File: config.mk
export PLATFORM = sky130hd
export DESIGN_NAME = uart_io_ctrl
export DESIGN_NICKNAME = d
export VERILOG_FILES = /design/src/rtl/uart_io_ctrl.sv
export SDC_FILE = /design/constraint.sdc
export NUM_CORES = 1
export LEC_CHECK = 0
export BUFFER_PORTS_ARGS = -buffer_cell sky130_fd_sc_hd__buf_2
export CAP_MARGIN = 40
export CORE_MARGIN = 4
export CORE_UTILIZATION = 62
export CTS_BUF_LIST = sky130_fd_sc_hd__clkbuf_4
export DETAILED_ROUTE_END_ITERATION = 10
export PLACE_DENSITY = 0.81
export SYNTH_ARGS = -nofsm -noshare
export SYNTH_HDL_FRONTEND = slang
export SYNTH_SLANG_ARGS = --single-unit
File: constraint.sdc
create_clock -name clk -period 2.66 [get_ports clk]
set_input_delay 0.133 -clock clk [delete_from_list [all_inputs] [get_ports clk]]
set_output_delay 0.133 -clock clk [all_outputs]
set_load 0.005 [all_outputs]
File: src/rtl/uart_io_ctrl.sv
// UART responder for the execution stage: 8N1 transmitter with a one-byte hold
// register, and a receiver feeding a small FIFO. Optional macro UART_WORD_READ_EN adds 4-byte word reads.
module uart_io_ctrl #(
  parameter int CLK_PER_BIT  = 868,
  parameter int RX_DEPTH_LOG = 4
) (
  input  logic        clk,
  input  logic        rst,
  input  logic        uart_wenable,
  input  logic [31:0] uart_wd,
  output logic        uart_wdone,
  input  logic        uart_renable,
`ifdef UART_WORD_READ_EN
  input  logic        uart_rword,
`endif
  output logic [31:0] uart_rd,
  output logic        uart_rdone,
  output logic        txd,
  input  logic        rxd,
  output logic        uart_err
);

  localparam int CW = $clog2(CLK_PER_BIT);
  localparam int DEPTH = 1 << RX_DEPTH_LOG;
  localparam logic [CW-1:0] BIT_LAST  = CW'(CLK_PER_BIT - 1);
  localparam logic [CW-1:0] HALF_LAST = CW'(CLK_PER_BIT / 2 - 1);

  typedef enum logic [1:0] {TX_IDLE, TX_START, TX_DATA, TX_STOP} txState_t;
  typedef enum logic [1:0] {RX_IDLE, RX_START, RX_DATA, RX_STOP} rxState_t;

  txState_t r_txState, w_txNext;
  logic [CW-1:0] r_txCnt, w_txCntNext;
  logic [2:0]    r_txIdx, w_txIdxNext;
  logic [7:0]    r_txShift, w_txShiftNext, r_hold;
  logic          r_holdFull, w_txLoad, w_txBitEnd, w_txdComb, w_wdoneComb;
  logic          r_txd, r_wdone;
  logic          w_unusedWd;

  rxState_t r_rxState, w_rxNext;
  logic [CW-1:0] r_rxCnt, w_rxCntNext;
  logic [2:0]    r_rxIdx, w_rxIdxNext;
  logic [7:0]    r_rxShift, w_rxShiftNext;
  logic [1:0]    r_rxSync;
  logic          r_rxPrev, r_rxBreak, w_rxBreakNext, w_rxS, w_rxBitEnd;
  logic          w_rxPushReq, w_rxFrameErr;

  logic [7:0]              r_mem [DEPTH];
  logic [RX_DEPTH_LOG:0]   r_wrPtr, r_rdPtr;
  logic                    w_full, w_empty, w_push, w_pop;
  logic [7:0]              w_rdByte;
  logic                    r_rdPending, r_rdone, r_err;
  logic [31:0]             r_rd;
`ifdef UART_WORD_READ_EN
  logic                    r_rdWord;
  logic [1:0]              r_wordCnt;
  logic [23:0]             r_wordAcc;
`endif

  assign w_unusedWd = ^uart_wd[31:8];
  assign w_txBitEnd = (r_txCnt == BIT_LAST);

  always_ff @(posedge clk) begin
    if (rst) begin
      r_hold     <= '0;
      r_holdFull <= 1'b0;
    end else if (uart_wenable && !r_holdFull) begin
      r_hold     <= uart_wd[7:0];
      r_holdFull <= 1'b1;
    end else if (w_txLoad) begin
      r_holdFull <= 1'b0;
    end
  end

  // Line outputs are registered from the state, so they trail the FSM by one cycle.
  always_comb begin
    w_txNext      = r_txState;
    w_txCntNext   = r_txCnt + 1'b1;
    w_txIdxNext   = r_txIdx;
    w_txShiftNext = r_txShift;
    w_txLoad      = 1'b0;
    w_txdComb     = 1'b1;
    w_wdoneComb   = 1'b0;
    case (r_txState)
      TX_IDLE: begin
        w_txCntNext = '0;
        if (r_holdFull) begin
          w_txLoad = 1'b1;
          w_txNext = TX_START;
        end
      end
      TX_START: begin
        w_txdComb   = 1'b0;
        w_wdoneComb = (r_txCnt == '0);
        if (w_txBitEnd) begin
          w_txCntNext = '0;
          w_txIdxNext = '0;
          w_txNext    = TX_DATA;
        end
      end
      TX_DATA: begin
        w_txdComb = r_txShift[0];
        if (w_txBitEnd) begin
          w_txCntNext   = '0;
          w_txShiftNext = {1'b0, r_txShift[7:1]};
          w_txIdxNext   = r_txIdx + 3'd1;
          if (r_txIdx == 3'd7) w_txNext = TX_STOP;
        end
      end
      TX_STOP: begin
        if (w_txBitEnd) begin
          w_txCntNext = '0;
          if (r_holdFull) begin
            w_txLoad = 1'b1;
            w_txNext = TX_START;
          end else begin
            w_txNext = TX_IDLE;
          end
        end
      end
      default: w_txNext = TX_IDLE;
    endcase
    if (w_txLoad) w_txShiftNext = r_hold;
  end

  always_ff @(posedge clk) begin
    if (rst) begin
      r_txState <= TX_IDLE;
      r_txCnt   <= '0;
      r_txIdx   <= '0;
      r_txShift <= '0;
      r_txd     <= 1'b1;
      r_wdone   <= 1'b0;
    end else begin
      r_txState <= w_txNext;
      r_txCnt   <= w_txCntNext;
      r_txIdx   <= w_txIdxNext;
      r_txShift <= w_txShiftNext;
      r_txd     <= w_txdComb;
      r_wdone   <= w_wdoneComb;
    end
  end

  assign w_rxS      = r_rxSync[1];
  assign w_rxBitEnd = (r_rxCnt == BIT_LAST);

  // After a framing error the receiver parks in STOP until the line returns high.
  always_comb begin
    w_rxNext      = r_rxState;
    w_rxCntNext   = r_rxCnt + 1'b1;
    w_rxIdxNext   = r_rxIdx;
    w_rxShiftNext = r_rxShift;
    w_rxBreakNext = r_rxBreak;
    w_rxPushReq   = 1'b0;
    w_rxFrameErr  = 1'b0;
    case (r_rxState)
      RX_IDLE: begin
        w_rxCntNext = '0;
        if (r_rxPrev && !w_rxS) w_rxNext = RX_START;
      end
      RX_START: begin
        if (r_rxCnt == HALF_LAST) begin
          w_rxCntNext = '0;
          w_rxIdxNext = '0;
          w_rxNext    = w_rxS ? RX_IDLE : RX_DATA;
        end
      end
      RX_DATA: begin
        if (w_rxBitEnd) begin
          w_rxCntNext   = '0;
          w_rxShiftNext = {w_rxS, r_rxShift[7:1]};
          w_rxIdxNext   = r_rxIdx + 3'd1;
          if (r_rxIdx == 3'd7) w_rxNext = RX_STOP;
        end
      end
      RX_STOP: begin
        if (r_rxBreak) begin
          w_rxCntNext = '0;
          if (w_rxS) begin
            w_rxBreakNext = 1'b0;
            w_rxNext      = RX_IDLE;
          end
        end else if (w_rxBitEnd) begin
          w_rxCntNext = '0;
          if (w_rxS) begin
            w_rxPushReq = 1'b1;
            w_rxNext    = RX_IDLE;
          end else begin
            w_rxFrameErr  = 1'b1;
            w_rxBreakNext = 1'b1;
          end
        end
      end
      default: w_rxNext = RX_IDLE;
    endcase
  end

  always_ff @(posedge clk) begin
    if (rst) begin
      r_rxState <= RX_IDLE;
      r_rxCnt   <= '0;
      r_rxIdx   <= '0;
      r_rxShift <= '0;
      r_rxBreak <= 1'b0;
      r_rxSync  <= 2'b11;
      r_rxPrev  <= 1'b1;
    end else begin
      r_rxState <= w_rxNext;
      r_rxCnt   <= w_rxCntNext;
      r_rxIdx   <= w_rxIdxNext;
      r_rxShift <= w_rxShiftNext;
      r_rxBreak <= w_rxBreakNext;
      r_rxSync  <= {r_rxSync[0], rxd};
      r_rxPrev  <= w_rxS;
    end
  end

  assign w_empty  = (r_wrPtr == r_rdPtr);
  assign w_full   = (r_wrPtr[RX_DEPTH_LOG] != r_rdPtr[RX_DEPTH_LOG]) &&
                    (r_wrPtr[RX_DEPTH_LOG-1:0] == r_rdPtr[RX_DEPTH_LOG-1:0]);
  assign w_push   = w_rxPushReq && !w_full;
  assign w_pop    = r_rdPending && !w_empty;
  assign w_rdByte = r_mem[r_rdPtr[RX_DEPTH_LOG-1:0]];

  always_ff @(posedge clk) begin
    if (w_push) r_mem[r_wrPtr[RX_DEPTH_LOG-1:0]] <= r_rxShift;
  end

  always_ff @(posedge clk) begin
    if (rst) begin
      r_wrPtr <= '0;
      r_rdPtr <= '0;
    end else begin
      if (w_push) r_wrPtr <= r_wrPtr + 1'b1;
      if (w_pop)  r_rdPtr <= r_rdPtr + 1'b1;
    end
  end

  // Word reads accumulate popped bytes big-endian until the fourth one arrives.
  always_ff @(posedge clk) begin
    if (rst) begin
      r_rdPending <= 1'b0;
      r_rdone     <= 1'b0;
      r_rd        <= '0;
`ifdef UART_WORD_READ_EN
      r_rdWord    <= 1'b0;
      r_wordCnt   <= '0;
      r_wordAcc   <= '0;
`endif
    end else begin
      r_rdone <= 1'b0;
      if (uart_renable && !r_rdPending) begin
        r_rdPending <= 1'b1;
`ifdef UART_WORD_READ_EN
        r_rdWord    <= uart_rword;
`endif
      end
      if (w_pop) begin
`ifdef UART_WORD_READ_EN
        if (r_rdWord && r_wordCnt != 2'd3) begin
          r_wordAcc <= {r_wordAcc[15:0], w_rdByte};
          r_wordCnt <= r_wordCnt + 2'd1;
        end else begin
          r_rd        <= r_rdWord ? {r_wordAcc, w_rdByte} : {24'h0, w_rdByte};
          r_rdone     <= 1'b1;
          r_rdPending <= 1'b0;
          r_wordCnt   <= '0;
        end
`else
        r_rd        <= {24'h0, w_rdByte};
        r_rdone     <= 1'b1;
        r_rdPending <= 1'b0;
`endif
      end
    end
  end

  always_ff @(posedge clk) begin
    if (rst) begin
      r_err <= 1'b0;
    end else if ((uart_wenable && r_holdFull) || (uart_renable && r_rdPending) ||
                 w_rxFrameErr || (w_rxPushReq && w_full)) begin
      r_err <= 1'b1;
    end
  end

  assign txd        = r_txd;
  assign uart_wdone = r_wdone;
  assign uart_rd    = r_rd;
  assign uart_rdone = r_rdone;
  assign uart_err   = r_err;

endmodule

* Yosys cells after proc, flatten, opt, wreduce, memory -nomap -nowiden
Memories as Yosys holds them, arrays and structs flattened. A register that Yosys moved wholly into a read port is not among the register bits.
Cells that the tools add are included.
** Cells by class
- Eq/ne operators :: 24
- Reductions and logical operators :: 34
- Bitwise operators :: 1
- Multiplexer cells :: 49
- Add/subtract/negate cells :: 6
** Operators by type and width (count)
- 10-bit 2-to-1 mux :: 4
- 10-bit case mux with 4 select lines :: 1
- 2-bit 2-to-1 mux :: 13
- 8-bit 2-to-1 mux :: 3
- 10-bit by 1-bit adder with 10-bit output (second input constant) :: 2
- 10-bit == test (second input constant) :: 2
- 10-bit case mux with 2 select lines :: 1
- 2-bit != test (second input constant) :: 9
- 1-bit 2-to-1 mux :: 17
- 2-bit case mux with 4 select lines :: 2
- 3-bit 2-to-1 mux :: 4
- 3-bit case mux with 2 select lines :: 2
- 5-bit by 1-bit adder with 5-bit output (second input constant) :: 2
- 10-bit by 9-bit == test with 1-bit output (second input constant) :: 1
- 10-bit zero test :: 1
- 5-bit AND reduction :: 2
- 2-bit nonzero test :: 5
- 1-bit logical AND :: 9
- 2-bit == test (second input constant) :: 4
- 3-bit by 1-bit adder with 3-bit output (second input constant) :: 2
- 3-bit == test (second input constant) :: 2
- 3-bit AND reduction :: 2
- 5-bit == test :: 1
- 1-bit zero test :: 5
- other kinds (11) :: 18
** Word-level totals
- Bits of input ports :: 37
- Flip-flop bits (word level) :: 74
- Bits in writable memories :: 128
- Logic and storage cells :: 135
- Output and inout bits :: 36
- Memories kept :: 1
** Memory list
- r_mem :: words 16, bits a word 8, read ports 1, clocked after memory_dff 1, wr ports 1, RTL line 47 : logic [7:0] r_mem [DEPTH];

* Longest topological paths before layout
Gate-level depths: netlist (run 1).
- Depth after elaboration :: 7
- Gate-level depth with buffers :: 8
- Gate-level depth less buffers :: 7

* Worst setup path before layout (run 1)
Ideal clock, no wire load.
- Path type :: register -> register
- Start :: register r_rxCnt[0]
- End :: memory r_mem[3][0] (enable)
- Slack :: 347 ps
- Data required time :: 2277 ps
- Clock period less this slack :: 2313 ps
- Arrival :: 1929 ps
- Library setup time :: 383 ps
- Stages on the path, launching flop included :: 6
- Buffers on the path :: 0
- Cells stage by stage :: dfxtp_1 -> ha_1 -> and4bb_2 -> and4_1 -> o2111ai_1 -> nor3_1
** Between the ends
- Cells in the longest elaborated chain, start to end :: 7
** RTL lines
- start, declared :: RTL line 40 : logic [CW-1:0] r_rxCnt, w_rxCntNext;
- start signal, assigned :: RTL line 208 : r_rxCnt <= w_rxCntNext;
- 10-bit == test :: RTL line 144 : assign w_rxBitEnd = (r_rxCnt == BIT_LAST);
- 1-bit 2-to-1 mux :: RTL line 182 : end else if (w_rxBitEnd) begin
- 1-bit 2-to-1 mux :: RTL line 176 : if (r_rxBreak) begin
- 1-bit 2-to-1 mux :: RTL line 155 : case (r_rxState)
- 1-bit logical AND :: RTL line 220 : assign w_push = w_rxPushReq && !w_full;
- 1-bit 2-to-1 mux :: RTL line 225 : if (w_push) r_mem[r_wrPtr[RX_DEPTH_LOG-1:0]] <= r_rxShift;
- 1-bit 2-to-1 mux (implied by the code) :: RTL line 225
- end, declared :: RTL line 47
No other way between the ends.

* Worst setup path after layout (run 1)
- Start :: register r_rxCnt[0]
- End :: memory r_mem[1][5] (enable)
Same word-level chain as after synthesis.

==> run summary, run 1 <==
- **cts-stage hold buffer count** 11
- **flip-flop and latch area** 5490 µm²
- **required time of the critical path** 2.91 ns
- **TritonCTS clock tree** built
- **final hold slack** 0.0586 ns
- **total design power** 6.59 mW
- **Final Max Tran Viols** 0
- **share of the yosys chip area belonging to registers** 62.8%
- **fmax** 0.405 GHz
- **reported leakage power** 3.56 nW
- **Max IR drop VDD** 0.411 mV
- **Post-CTS Setup Inserts** 0
- **wire length of the first global-routing pass** 27200 µm
- **number of antenna violations at the first check in global routing** 1
- **initial detailed-routing violation count** 402
- **WP data arrival** 2.72 ns
- **post-CTS clock slew at the launch and capture registers of the worst setup and hold paths** 0.06 ns
- **Avg Cell Area, Syn** 13.7 µm²
- **clock power share** 37.4%
- **Area growth, synth to finish** 10.4%
- **fraction of registers with async set/reset** 0%
- **number of violations of the max-capacitance limit** 0
- **maximum number of pins on one net before global-route repair** 40
- **CP max FO** 14
- **switching power of the nets** 1.57 mW
- **cell family with the largest share of critical-path delay** simple AND/OR/NAND/NOR gates
- **final wirelength** 16800 µm
- **hpwl dp** 10500 µm
- **detailed-router iteration count before antenna repair** 5
- **TritonCTS Buffers** 49
- **ordered cell list for the critical path** ha_1 -> and4bb_2 -> and4_1 -> o211a_1 -> and3_1
- **I/O pin count** 73
- **HP Class** input port to flip-flop
- **power per cell area** 684 nW/µm²
- **total clock sinks** 210
- **EDFF count, synth** 128
- **Port Buf Inserts** 24
- **predominant post-synthesis flop cell** sky130_fd_sc_hd__edfxtp_1
- **DIE WIDTH** 127 µm
- **minimum period implied by the final worst setup slack** 2.47 ns
- **cell area after synthesis** 8730 µm²
- **Global Route Usage Sum** 21.6%
- **cell types with the highest counts after synthesis** sky130_fd_sc_hd__edfxtp_1 (128), sky130_fd_sc_hd__dfxtp_1 (82), sky130_fd_sc_hd__nor2_1 (57), sky130_fd_sc_hd__nand2_1 (38), sky130_fd_sc_hd__mux4_2 (32)
- **final core utilization** 69.7%
- **detail-routed via count per cell** 5.87
- **number of design rule violations left after detail routing** 0
- **count of final setup violators** 0
- **power share of the sequential group** 54.6%
- **top-count cell post-synth** sky130_fd_sc_hd__edfxtp_1
- **area of the die** 16000 µm²
- **transition time at the pin with the least slew margin** 0.767 ns
- **Yosys cell types** 53
- **leading area contributor after synthesis** sky130_fd_sc_hd__edfxtp_1
- **worst setup skew after layout** 0.0364 ns
- **final worst setup slack** 0.189 ns
- **critical-path cell with the highest stage delay** sky130_fd_sc_hd__and3_1
- **height of the chip** 127 µm
- **Setup TNS Final** 0 ns
- **net switching fraction of the power** 23.8%
- **Gate power share** 8.0%
- **vias in the first global route** 5341
- **relative slew slack** 48.8%
- **CP Capture Type** flip-flop
- **standard-cell rows** 43
- **later-pin clock latency in the skew report** 0.64 ns
- **share of the synthesized area in the top cell type** 44.0%
- **count of mapped cells out of synthesis** 636
- **count of endpoints failing hold in the final timing report** 0
- **effective utilization at floorplan** 63.1%
- **# resized after CTS** 0
- **Layout Nets** 753
- **number of nets still failing antenna checks after routing** 0
- **WS Path Type** flip-flop to flip-flop
- **crit share post-route** 92.9%
- **RePlAce Congestion** 0.790
- **Filler Cell Count** 900
- **CP bufs+invs** 0
- **cell internal pwr** 5.03 mW
- **share of final-layout standard cells stronger than drive strength 1** 22.2%
- **dpl ws** 0.256 ns
- **largest stage delay on the critical path** 0.51 ns
- **Clock Root Buffer** sky130_fd_sc_hd__clkbuf_4
- **area occupied by multi-input gates** 2950 µm²
- **outcome** completed
- **Startpoint Class** flip-flop
- **deepest clock path buffer count** 3
- **setup repair after global routing missed its margin** false
- **DR vias** 5347
- **flip-flop and latch count after synthesis** 210
- **final global-route overflow total** 0
- **largest cells by area after synthesis** sky130_fd_sc_hd__edfxtp_1 (44%), sky130_fd_sc_hd__dfxtp_1 (19%), sky130_fd_sc_hd__mux4_2 (8.3%), sky130_fd_sc_hd__ha_1 (2.6%), sky130_fd_sc_hd__nor2_1 (2.5%)
- **Core ar.** 13800 µm²
- **number of H-tree branching levels** 2
- **average detailed-routed wire length per instance** 18.5 µm
- **count of warnings emitted by yosys** 0
## layout make-up
class                      instances  area share, %
antenna                            1         0.0260
clock inverter                     7          0.286
tap                              180           2.34
clock buffer                      76           5.92
sequential                       210           56.9
multi-input combinational        377           30.6
timing repair buffer              45           3.30
inverter                          15          0.584
## state kept, by name (all words and copies together) (netlist names), 2 cells and up, named ones only
| register | flops |
|---|---|
| r_mem | 128 |
| r_rxCnt | 10 |
| r_txCnt | 10 |
| r_hold | 8 |
| r_rxShift | 8 |
| r_txShift | 8 |
| uart_rd | 8 |
| r_rdPtr | 5 |
| r_wrPtr | 5 |
| r_rxIdx | 3 |
| r_txIdx | 3 |
| r_rxSync | 2 |
| r_txState | 2 |
## layout by cell type, fill, tap and decap left out, types with 3 or more instances in the layout
cell type                       synthesis  routed
sky130_fd_sc_hd__a21o_1                 8       8
sky130_fd_sc_hd__a21oi_1               23      23
sky130_fd_sc_hd__a22oi_1               19      19
sky130_fd_sc_hd__a311oi_2               7       7
sky130_fd_sc_hd__a41oi_1                3       3
sky130_fd_sc_hd__and2_1                 6       6
sky130_fd_sc_hd__and3_1                17      17
sky130_fd_sc_hd__and4_1                 5       5
sky130_fd_sc_hd__buf_2                  7      24
sky130_fd_sc_hd__buf_4                 24       9
sky130_fd_sc_hd__clkbuf_4               0      76
sky130_fd_sc_hd__clkinv_1               0       5
sky130_fd_sc_hd__conb_1                 1      24
sky130_fd_sc_hd__dfxtp_1               82      81
sky130_fd_sc_hd__dlygate4sd3_1          0      11
sky130_fd_sc_hd__edfxtp_1             128     128
sky130_fd_sc_hd__ha_1                  18      18
sky130_fd_sc_hd__inv_1                 15      15
sky130_fd_sc_hd__mux2i_1               20      20
sky130_fd_sc_hd__mux4_2                32      32
sky130_fd_sc_hd__nand2_1               38      38
sky130_fd_sc_hd__nand3_1               12      12
sky130_fd_sc_hd__nand4_1                5       5
sky130_fd_sc_hd__nor2_1                57      57
sky130_fd_sc_hd__nor2b_1                9       9
sky130_fd_sc_hd__o211a_1                3       3
sky130_fd_sc_hd__o21ai_0               11      11
sky130_fd_sc_hd__or2_2                  4       4
sky130_fd_sc_hd__or3_1                  6       6
sky130_fd_sc_hd__xnor2_1               12      12
sky130_fd_sc_hd__xor2_1                12      12
## worst reg2reg max path, stage by stage, from the launching register on
cell	delay, ns
sky130_fd_sc_hd__dfxtp_1	0.38
sky130_fd_sc_hd__ha_1	0.22
sky130_fd_sc_hd__and4bb_2	0.27
sky130_fd_sc_hd__and4_1	0.28
sky130_fd_sc_hd__o211a_1	0.44
sky130_fd_sc_hd__and3_1	0.52
## worst paths after layout
kind / from / end / slack [ns] / cells after the start
hold / removal: rst / uart_rdone / 0.06 / 2
setup reg to reg: r_rxCnt[0] / r_mem[1][5] / 0.19 / 5
setup / recovery: r_rxCnt[0] / r_mem[1][5] / 0.19 / 5
hold reg to reg: r_rxSync[0] / r_rxSync[1] / 0.41 / 1
## power groups by stage
stage	Combinational, mW	Sequential, mW	Clock [mW]
finish	0.529	3.60	2.47
global route	0.599	3.61	2.70
CTS	0.524	3.60	2.52
global placement	0.480	3.66	0
detailed placement	0.509	3.66	0
floorplan	0.453	3.64	0
## per-stage QoR
stage	cells	instance area (µm²)
after CTS	910	9640
after global routing	911	9640
after global placement	816	8930
after detailed placement	816	8930
after floorplan	659	8810
final	911	9640
## per-layer routing
| layer | global-route usage, % | routed length (µm) | up-vias |
|---|---|---|---|
| met3 | 5.31 | 1090 | 34 |
| met1 | 27.2 | 6850 | 2662 |
| li1 | - | - | 2463 |
| met5 | 0 | 0 | - |
| met4 | 7.76 | 367 | 0 |
| met2 | 36.6 | 8530 | 188 |
## kinds of logic after synthesis
family | Yosys count | share of synthesized area [%]
adders and majority gates | 18 | 2.58
other | 1 | 0.0430
AOI/OAI and AO/OA | 85 | 7.07
DFF | 210 | 62.8
xor gates and xnor gates | 24 | 2.41
and+or+nand+nor | 174 | 10.1
buffers and inverters | 72 | 4.36
muxes | 52 | 10.6
(Power assumes the default switching activity.)
==> run 2: changes to the inputs <==
--- a/config.mk
+++ b/config.mk
@@ -12,6 +12,7 @@
 export CTS_BUF_LIST = sky130_fd_sc_hd__clkbuf_4
 export DETAILED_ROUTE_END_ITERATION = 10
 export PLACE_DENSITY = 0.81
+export REMOVE_ABC_BUFFERS = 1
 export SYNTH_ARGS = -nofsm -noshare
 export SYNTH_HDL_FRONTEND = slang
 export SYNTH_SLANG_ARGS = --single-unit
==> run 2 against run 1 <==
  * Non-clock buffer count stayed put
  * Die area stayed put
  * Global-route usage is 0.33 points higher
  * Clock power is 9.7% higher
  * Count of clock-buffer cells in the layout is 7 higher
  * Routed wire length is 0.45% higher
  * Sequential cell count stayed put
  * Sequential power hardly changed
  * Via count is 0.62% lower
  * Clock skew is 0.0035 ns lower
  * Cell count is 1.3% higher
  * Combinational power is 1% lower
  * Critical endpoint is now r_mem[14][2]
  * Largest power group unchanged
==> run summary, run 2 (synthesis gave the netlist of run 1 again) <==
- **outcome** completed
- **ordered cell list for the critical path** ha_1 -> and4bb_2 -> and4_1 -> o211a_1 -> and3_1
- **total design power** 6.83 mW, +3.7%
- **count of final setup violators** 0, unchanged
- **most common cell after layout, fill and taps aside** sky130_fd_sc_hd__edfxtp_1
- **power per cell area** 702 nW/µm², +2.6%
- **TritonCTS clock tree** built
- **final global-route overflow total** 0, unchanged
- **count of endpoints failing hold in the final timing report** 0, unchanged
- **cell internal pwr** 5.24 mW, +4.4%
- **TritonCTS Buffers** 53, +8.2%
- **later-pin clock latency in the skew report** 0.65 ns, about the same
- **leading cell types in the layout, fill and taps excluded** sky130_fd_sc_hd__edfxtp_1 (128), sky130_fd_sc_hd__clkbuf_4 (83), sky130_fd_sc_hd__dfxtp_1 (81)
- **net switching fraction of the power** 23.3%, -0.49 points
- **maximum number of pins on one net before global-route repair** 36, -10%
- **share of final-layout standard cells stronger than drive strength 1** 22.6%, +0.45 points
- **final wirelength** 16900 µm, +0.45%
- **Global Route Usage Sum** 21.9%, +0.33 points
- **switching power of the nets** 1.59 mW, +1.5%
- **final core utilization** 70.4%, +0.72 points
- **WP data arrival** 2.71 ns, about the same
- **crit share post-route** 91.2%, -1.7 points
- **DR vias** 5314, -0.62%
- **number of nets still failing antenna checks after routing** 0, unchanged
- **Placed Instances** 815, -0.12%
- **wire length of the first global-routing pass** 27800 µm, +2.0%
- **detailed-router iteration count before antenna repair** 5, unchanged
- **DIE WIDTH** 127 µm, unchanged
- **area of the die** 16000 µm², unchanged
- **deepest clock path buffer count** 3, unchanged
- **minimum period implied by the final worst setup slack** 2.43 ns, -0.0443 ns
- **number of antenna violations at the first check in global routing** 1, unchanged
- **relative slew slack** 45.4%, -3.4 points
- **Max IR drop VDD** 0.537 mV, +31%
- **effective utilization at floorplan** 63.1%, unchanged
- **fmax** 0.412 GHz, +1.8%
- **RePlAce Congestion** 0.840, +6.3%
- **final worst setup slack** 0.233 ns, +0.0443 ns
- **initial detailed-routing violation count** 369, -8.2%
- **CP Capture Type** flip-flop
- **setup repair after global routing missed its margin** false
- **Final Max Tran Viols** 0, unchanged
- **clock power share** 39.7%, +2.3 points
- **average detailed-routed wire length per instance** 18.3 µm, -0.85%
- **largest stage delay on the critical path** 0.50 ns, about the same
- **Port Buf Inserts** 24, unchanged
- **post-route non-filler standard cell count** 923, +1.3%
- **Startpoint Class** flip-flop
- **number of H-tree branching levels** 2, unchanged
- **Largest register FFs** 128, unchanged
- **Gate power share** 7.6%, -0.4 points
- **I/O pin count** 73, unchanged
- **standard-cell rows** 43, unchanged
- **total clock sinks** 210, unchanged
- **HP Class** input port to flip-flop
- **required time of the critical path** 2.94 ns, +0.03 ns
- **Clock Root Buffer** sky130_fd_sc_hd__clkbuf_4
- **number of design rule violations left after detail routing** 0, unchanged
- **post-CTS clock slew at the launch and capture registers of the worst setup and hold paths** 0.06 ns, about the same
- **vias in the first global route** 5478, +2.6%
- **transition time at the pin with the least slew margin** 0.818 ns, +0.0516 ns
- **detail-routed via count per cell** 5.76, -1.9%
- **height of the chip** 127 µm, unchanged
- **WS Path Type** flip-flop to flip-flop
- **number of violations of the max-capacitance limit** 0, unchanged
- **reported leakage power** 3.61 nW, +1.4%
- **Layout Nets** 757, +0.53%
- **critical-path cell with the highest stage delay** sky130_fd_sc_hd__and3_1
- **CP max FO** 14, unchanged
- **hpwl dp** 10700 µm, +2.1%
- **Area growth, synth to finish** 11.6%
- **Filler Cell Count** 892, -0.89%
- **power share of the sequential group** 52.7%, -1.9 points
- **dpl ws** 0.229 ns, -0.0271 ns
- **Core ar.** 13800 µm², unchanged
- **worst setup skew after layout** 0.0328 ns, -0.00354 ns
[run 2: cell types whose count changed in the layout (fill, tap and decap cells not counted), sizes merged]
| cell | previous run | this run |
|---|---|---|
| bufinv | 0 | 1 |
| buf | 34 | 33 |
| dlygate4sd3 | 11 | 12 |
| clkinv | 6 | 11 |
| inv | 16 | 15 |
| clkbuf | 76 | 83 |
[run 2: worst paths after layout]
path	end	startpoint	cells after the start	slack (ns)
max	r_mem[14][2]	r_rxCnt[0]	5	0.23
min	r_rxSync[0]	rxd	3	0.23
max reg2reg	r_mem[14][2]	r_rxCnt[0]	5	0.23
min reg2reg	r_rxSync[1]	r_rxSync[0]	1	0.40
[run 2: power by group through the flow]
stage                     sequential [mW]  clock, mW  combinational, mW
after detailed placement             3.66          0              0.500
after floorplan                      3.65          0              0.378
after CTS                            3.60       2.77              0.518
after global placement               3.66          0              0.478
after global routing                 3.61       2.99              0.598
final                                3.60       2.71              0.522
[run 2: worst max-delay path: cells and delay by family, from the launching register on]
family          cells  cell delay [ns]
simple gates        3             1.08
compound gates      1             0.41
flops               1             0.37
fa+ha+maj           1             0.23
[run 2: layout make-up]
type | count | area [µm²] | share of cell area, %
Sequential cell | 210 | 5490 | 56.3
Multi-Input combinational cell | 377 | 2950 | 30.3
Clock buffer | 83 | 623 | 6.40
Timing Repair Buffer | 45 | 320 | 3.29
Tap cell | 180 | 225 | 2.31
Clock inverter | 12 | 72.6 | 0.745
Inverter | 15 | 56.3 | 0.578
Antenna cell | 1 | 2.50 | 0.0257
[run 2: repair_timing]
action	in CTS	in global routing
resized for setup	0	0
hold endpoints to repair	33	0
endpoints found under the setup margin	0	0
hold buffers	12	0
setup buffers	0	0
[run 2: per-stage QoR]
step                setup TNS (ns)  cell area [µm²]  hold slack, ns
CTS                              0             9740           0.189
finish                           0             9740           0.234
detailed placement               0             8920           0.319
global route                     0             9740           0.207
global placement                 0             8920           0.318
floorplan                   -44.14             8490           0.201
[run 2: per-layer routing]
metal	GRT usage [%]	vias up	part of all wire (%)
met2	37.3	175	52
li1	-	2480	-
met5	0	-	0
met1	27.3	2627	40
met3	5.52	32	6.3
met4	8.14	0	2.5
==> run 3: changes to the inputs <==
--- a/config.mk
+++ b/config.mk
@@ -5,6 +5,7 @@
 export SDC_FILE = /design/constraint.sdc
 export NUM_CORES = 1
 export LEC_CHECK = 0
+export ABC_AREA = 1
 export BUFFER_PORTS_ARGS = -buffer_cell sky130_fd_sc_hd__buf_2
 export CAP_MARGIN = 40
 export CORE_MARGIN = 4
==> run 3 against run 2 <==
  * Area after synthesis increased by 5.3%
  * Critical path type unchanged
  * Critical endpoint is now r_mem[1][6]
  * Critical path depth increased by 4
  * Final area increased by 3.5%
  * Routed wire length increased by 16%
  * Via count increased by 27%
  * Cell count increased by 34%
==> run summary, run 3 <==
- **# resized after CTS** 0, unchanged
- **number of design rule violations left after detail routing** 0, unchanged
- **Placed Instances** 1128, +38%
- **final worst setup slack** 0.230 ns, -0.00307 ns
- **DIE WIDTH** 130 µm, +2.5%
- **count of warnings emitted by yosys** 0, unchanged
- **leading cell types in the layout, fill and taps excluded** sky130_fd_sc_hd__nor2_1 (160), sky130_fd_sc_hd__nand2_1 (143), sky130_fd_sc_hd__edfxtp_1 (128)
- **HP Class** input port to flip-flop
- **area of the die** 16800 µm², +5.0%
- **effective utilization at floorplan** 63.3%, +0.13 points
- **reported leakage power** 3.89 nW, +7.8%
- **Post-CTS Setup Inserts** 0, unchanged
- **cell types with the highest counts after synthesis** sky130_fd_sc_hd__nor2_1 (160), sky130_fd_sc_hd__nand2_1 (143), sky130_fd_sc_hd__edfxtp_1 (128), sky130_fd_sc_hd__dfxtp_1 (82), sky130_fd_sc_hd__o21ai_0 (78)
- **share of the yosys chip area belonging to registers** 59.7%, -3.2 points
- **height of the chip** 130 µm, +2.5%
- **TritonCTS Buffers** 52, -1.9%
- **final hold slack** 0.254 ns, +0.0192 ns
- **flip-flop and latch count after synthesis** 210, unchanged
- **crit share post-route** 91.4%, +0.12 points
- **average detailed-routed wire length per instance** 15.9 µm, -13%
- **vias in the first global route** 6495, +19%
- **Yosys cell types** 42, -21%
- **hpwl dp** 12100 µm, +12%
- **Clock Root Buffer** sky130_fd_sc_hd__clkbuf_4
- **total clock sinks** 210, unchanged
- **minimum period implied by the final worst setup slack** 2.43 ns, +0.00307 ns
- **Global Route Usage Sum** 23.7%, +1.8 points
- **cell area after synthesis** 9190 µm², +5.3%
- **number of H-tree branching levels** 2, unchanged
- **relative slew slack** 46.2%, +0.80 points
- **largest stage delay on the critical path** 0.63 ns, +0.13 ns
- **final global-route overflow total** 0, unchanged
- **final wirelength** 19600 µm, +16%
- **predominant post-synthesis flop cell** sky130_fd_sc_hd__edfxtp_1
- **number of antenna violations at the first check in global routing** 1, unchanged
- **most common cell after layout, fill and taps aside** sky130_fd_sc_hd__nor2_1
- **met1 WL** 7900 µm, +18%
- **WP data arrival** 2.71 ns, about the same
- **number of nets still failing antenna checks after routing** 0, unchanged
- **Startpoint Class** flip-flop
- **ordered cell list for the critical path** ha_1 -> nand3_2 -> nor2_4 -> nand2_2 -> nor2_4 -> nand2_2 -> inv_2 -> nand2_2 -> nor2_1
- **top-count cell post-synth** sky130_fd_sc_hd__nor2_1
- **leading area contributor after synthesis** sky130_fd_sc_hd__edfxtp_1
- **deepest clock path buffer count** 3, unchanged
- **share of final-layout standard cells stronger than drive strength 1** 15.6%, -7.1 points
- **worst setup skew after layout** 0.0608 ns, +0.0279 ns
- **count of final setup violators** 0, unchanged
- **power per cell area** 651 nW/µm², -7.2%
- **post-route non-filler standard cell count** 1235, +34%
- **DR vias** 6761, +27%
- **wire length of the first global-routing pass** 31600 µm, +14%
- **detail-routed via count per cell** 5.47, -4.9%
- **Port Buf Inserts** 24, unchanged
- **CP Capture Type** flip-flop
- **fmax** 0.412 GHz, -0.13%
- **I/O pin count** 73, unchanged
- **Final Max Tran Viols** 0, unchanged
- **DR WL met3** 1530 µm, +43%
- **share of the synthesized area in the top cell type** 41.8%, -2.2 points
- **most numerous cell on the critical path** sky130_fd_sc_hd__nand2_2
- **EDFF count, synth** 128, unchanged
- **maximum number of pins on one net before global-route repair** 67, +86%
- **fraction of registers with async set/reset** 0%, unchanged
- **critical-path cell with the highest stage delay** sky130_fd_sc_hd__nor2_1
- **count of endpoints failing hold in the final timing report** 0, unchanged
- **cts-stage hold buffer count** 13, +1
- **post-CTS clock slew at the launch and capture registers of the worst setup and hold paths** 0.06 ns, about the same
- **Max IR drop VDD** 0.667 mV, +24%
- **Layout Nets** 1066, +41%
- **Core ar.** 14500 µm², +5.1%
- **dpl ws** 0.127 ns, -0.102 ns
- **RePlAce Congestion** 0.838, -0.27%
- **Area growth, synth to finish** 9.66%
- **outcome** completed
- **Avg Cell Area, Syn** 9.68 µm², -29%
- **number of violations of the max-capacitance limit** 0, unchanged
- **Setup TNS Final** 0 ns, unchanged
- **later-pin clock latency in the skew report** 0.67 ns, +0.02 ns
- **setup repair after global routing missed its margin** false
- **count of mapped cells out of synthesis** 950, +49%
- **CP max FO** 8, -6
- **standard-cell rows** 44, +2.3%
- **WS Path Type** flip-flop to flip-flop
- **detailed-router iteration count before antenna repair** 5, unchanged
- **initial detailed-routing violation count** 594, +61%
- **Largest register FFs** 128, unchanged
- **transition time at the pin with the least slew margin** 0.804 ns, -0.0138 ns
- **largest cells by area after synthesis** sky130_fd_sc_hd__edfxtp_1 (42%), sky130_fd_sc_hd__dfxtp_1 (18%), sky130_fd_sc_hd__nor2_1 (6.5%), sky130_fd_sc_hd__nand2_1 (5.8%), sky130_fd_sc_hd__o21ai_0 (4.2%)
- **highest metal used** met4
- **amount of wire on met2 after detailed routing** 9590 µm, +10%
- **required time of the critical path** 2.94 ns, about the same
- **TritonCTS clock tree** built
[run 3: cell types whose count changed after synthesis, sizes merged, moves of 21 or more]
cell   delta
nand2   +121
mux4     -32
a21oi    +21
nor2    +112
inv      +49
o21ai    +88
nand3    +64
[run 3: cell families (layout without fill, tap and decap cells)]
group                    count (synthesis)  count (layout)  synth area share [%]
buffers and inverters                  127             201                  6.94
adder cells (fa/ha/maj)                 18              18                  2.45
flip-flops                             210             210                  59.7
other                                    1              28                0.0408
XOR/XNOR                                12              12                  1.14
AND/OR/NAND/NOR                        422             422                  20.5
AO/OA/AOI/OAI                          160             160                  9.27
[run 3: routing by layer]
metal  vias to the layer above  track usage [%]
li1                       3312                -
met1                      3131             29.7
met3                        45             4.91
met5                         -                0
met2                       273             39.8
met4                         0             10.8
[run 3: critical path: cells and delay by family (launching register included)]
family	cells	cell delay [ns]
adders and majority gates	1	0.25
buffers and inverters	1	0.10
DFF	1	0.38
and+or+nand+nor	7	1.37
[run 3: worst paths after layout]
| check | end | start | slack [ns] | cells past startpoint |
|---|---|---|---|---|
| worst max-delay path | r_mem[1][6] | r_rxCnt[0] | 0.23 | 9 |
| worst min-delay path | r_rxSync[0] | rxd | 0.25 | 3 |
| worst max register to register | r_mem[1][6] | r_rxCnt[0] | 0.23 | 9 |
| worst min register to register | r_rxSync[1] | r_rxSync[0] | 0.41 | 1 |
[run 3: per-stage QoR]
step	utilization, %	area [µm²]	total power [mW]
floorplan	-	8890	3.90
global placement	64.0	9300	4.00
detailed placement	64.0	9300	4.01
CTS	69.3	10100	6.59
global route	69.3	10100	6.86
finish	69.4	10100	6.56
[run 3: power by group]
| group | switching (mW) | leakage (nW) | total [mW] | internal [mW] |
|---|---|---|---|---|
| logic | 0.283 | 1.68 | 0.435 | 0.152 |
| registers | 0.0497 | 1.81 | 3.54 | 3.49 |
| clock network | 1.25 | 0.390 | 2.59 | 1.34 |
| total | 1.59 | 3.89 | 6.56 | 4.98 |
[run 3: cell type report]
cell class	instances	area [µm²]
sequential	210	5490
fill	1052	4450
multi-input combinational	636	3160
clock buffer	78	586
timing repair buffer	45	310
inverter	66	250
tap	184	230
clock inverter	12	52.6
antenna	4	10.0
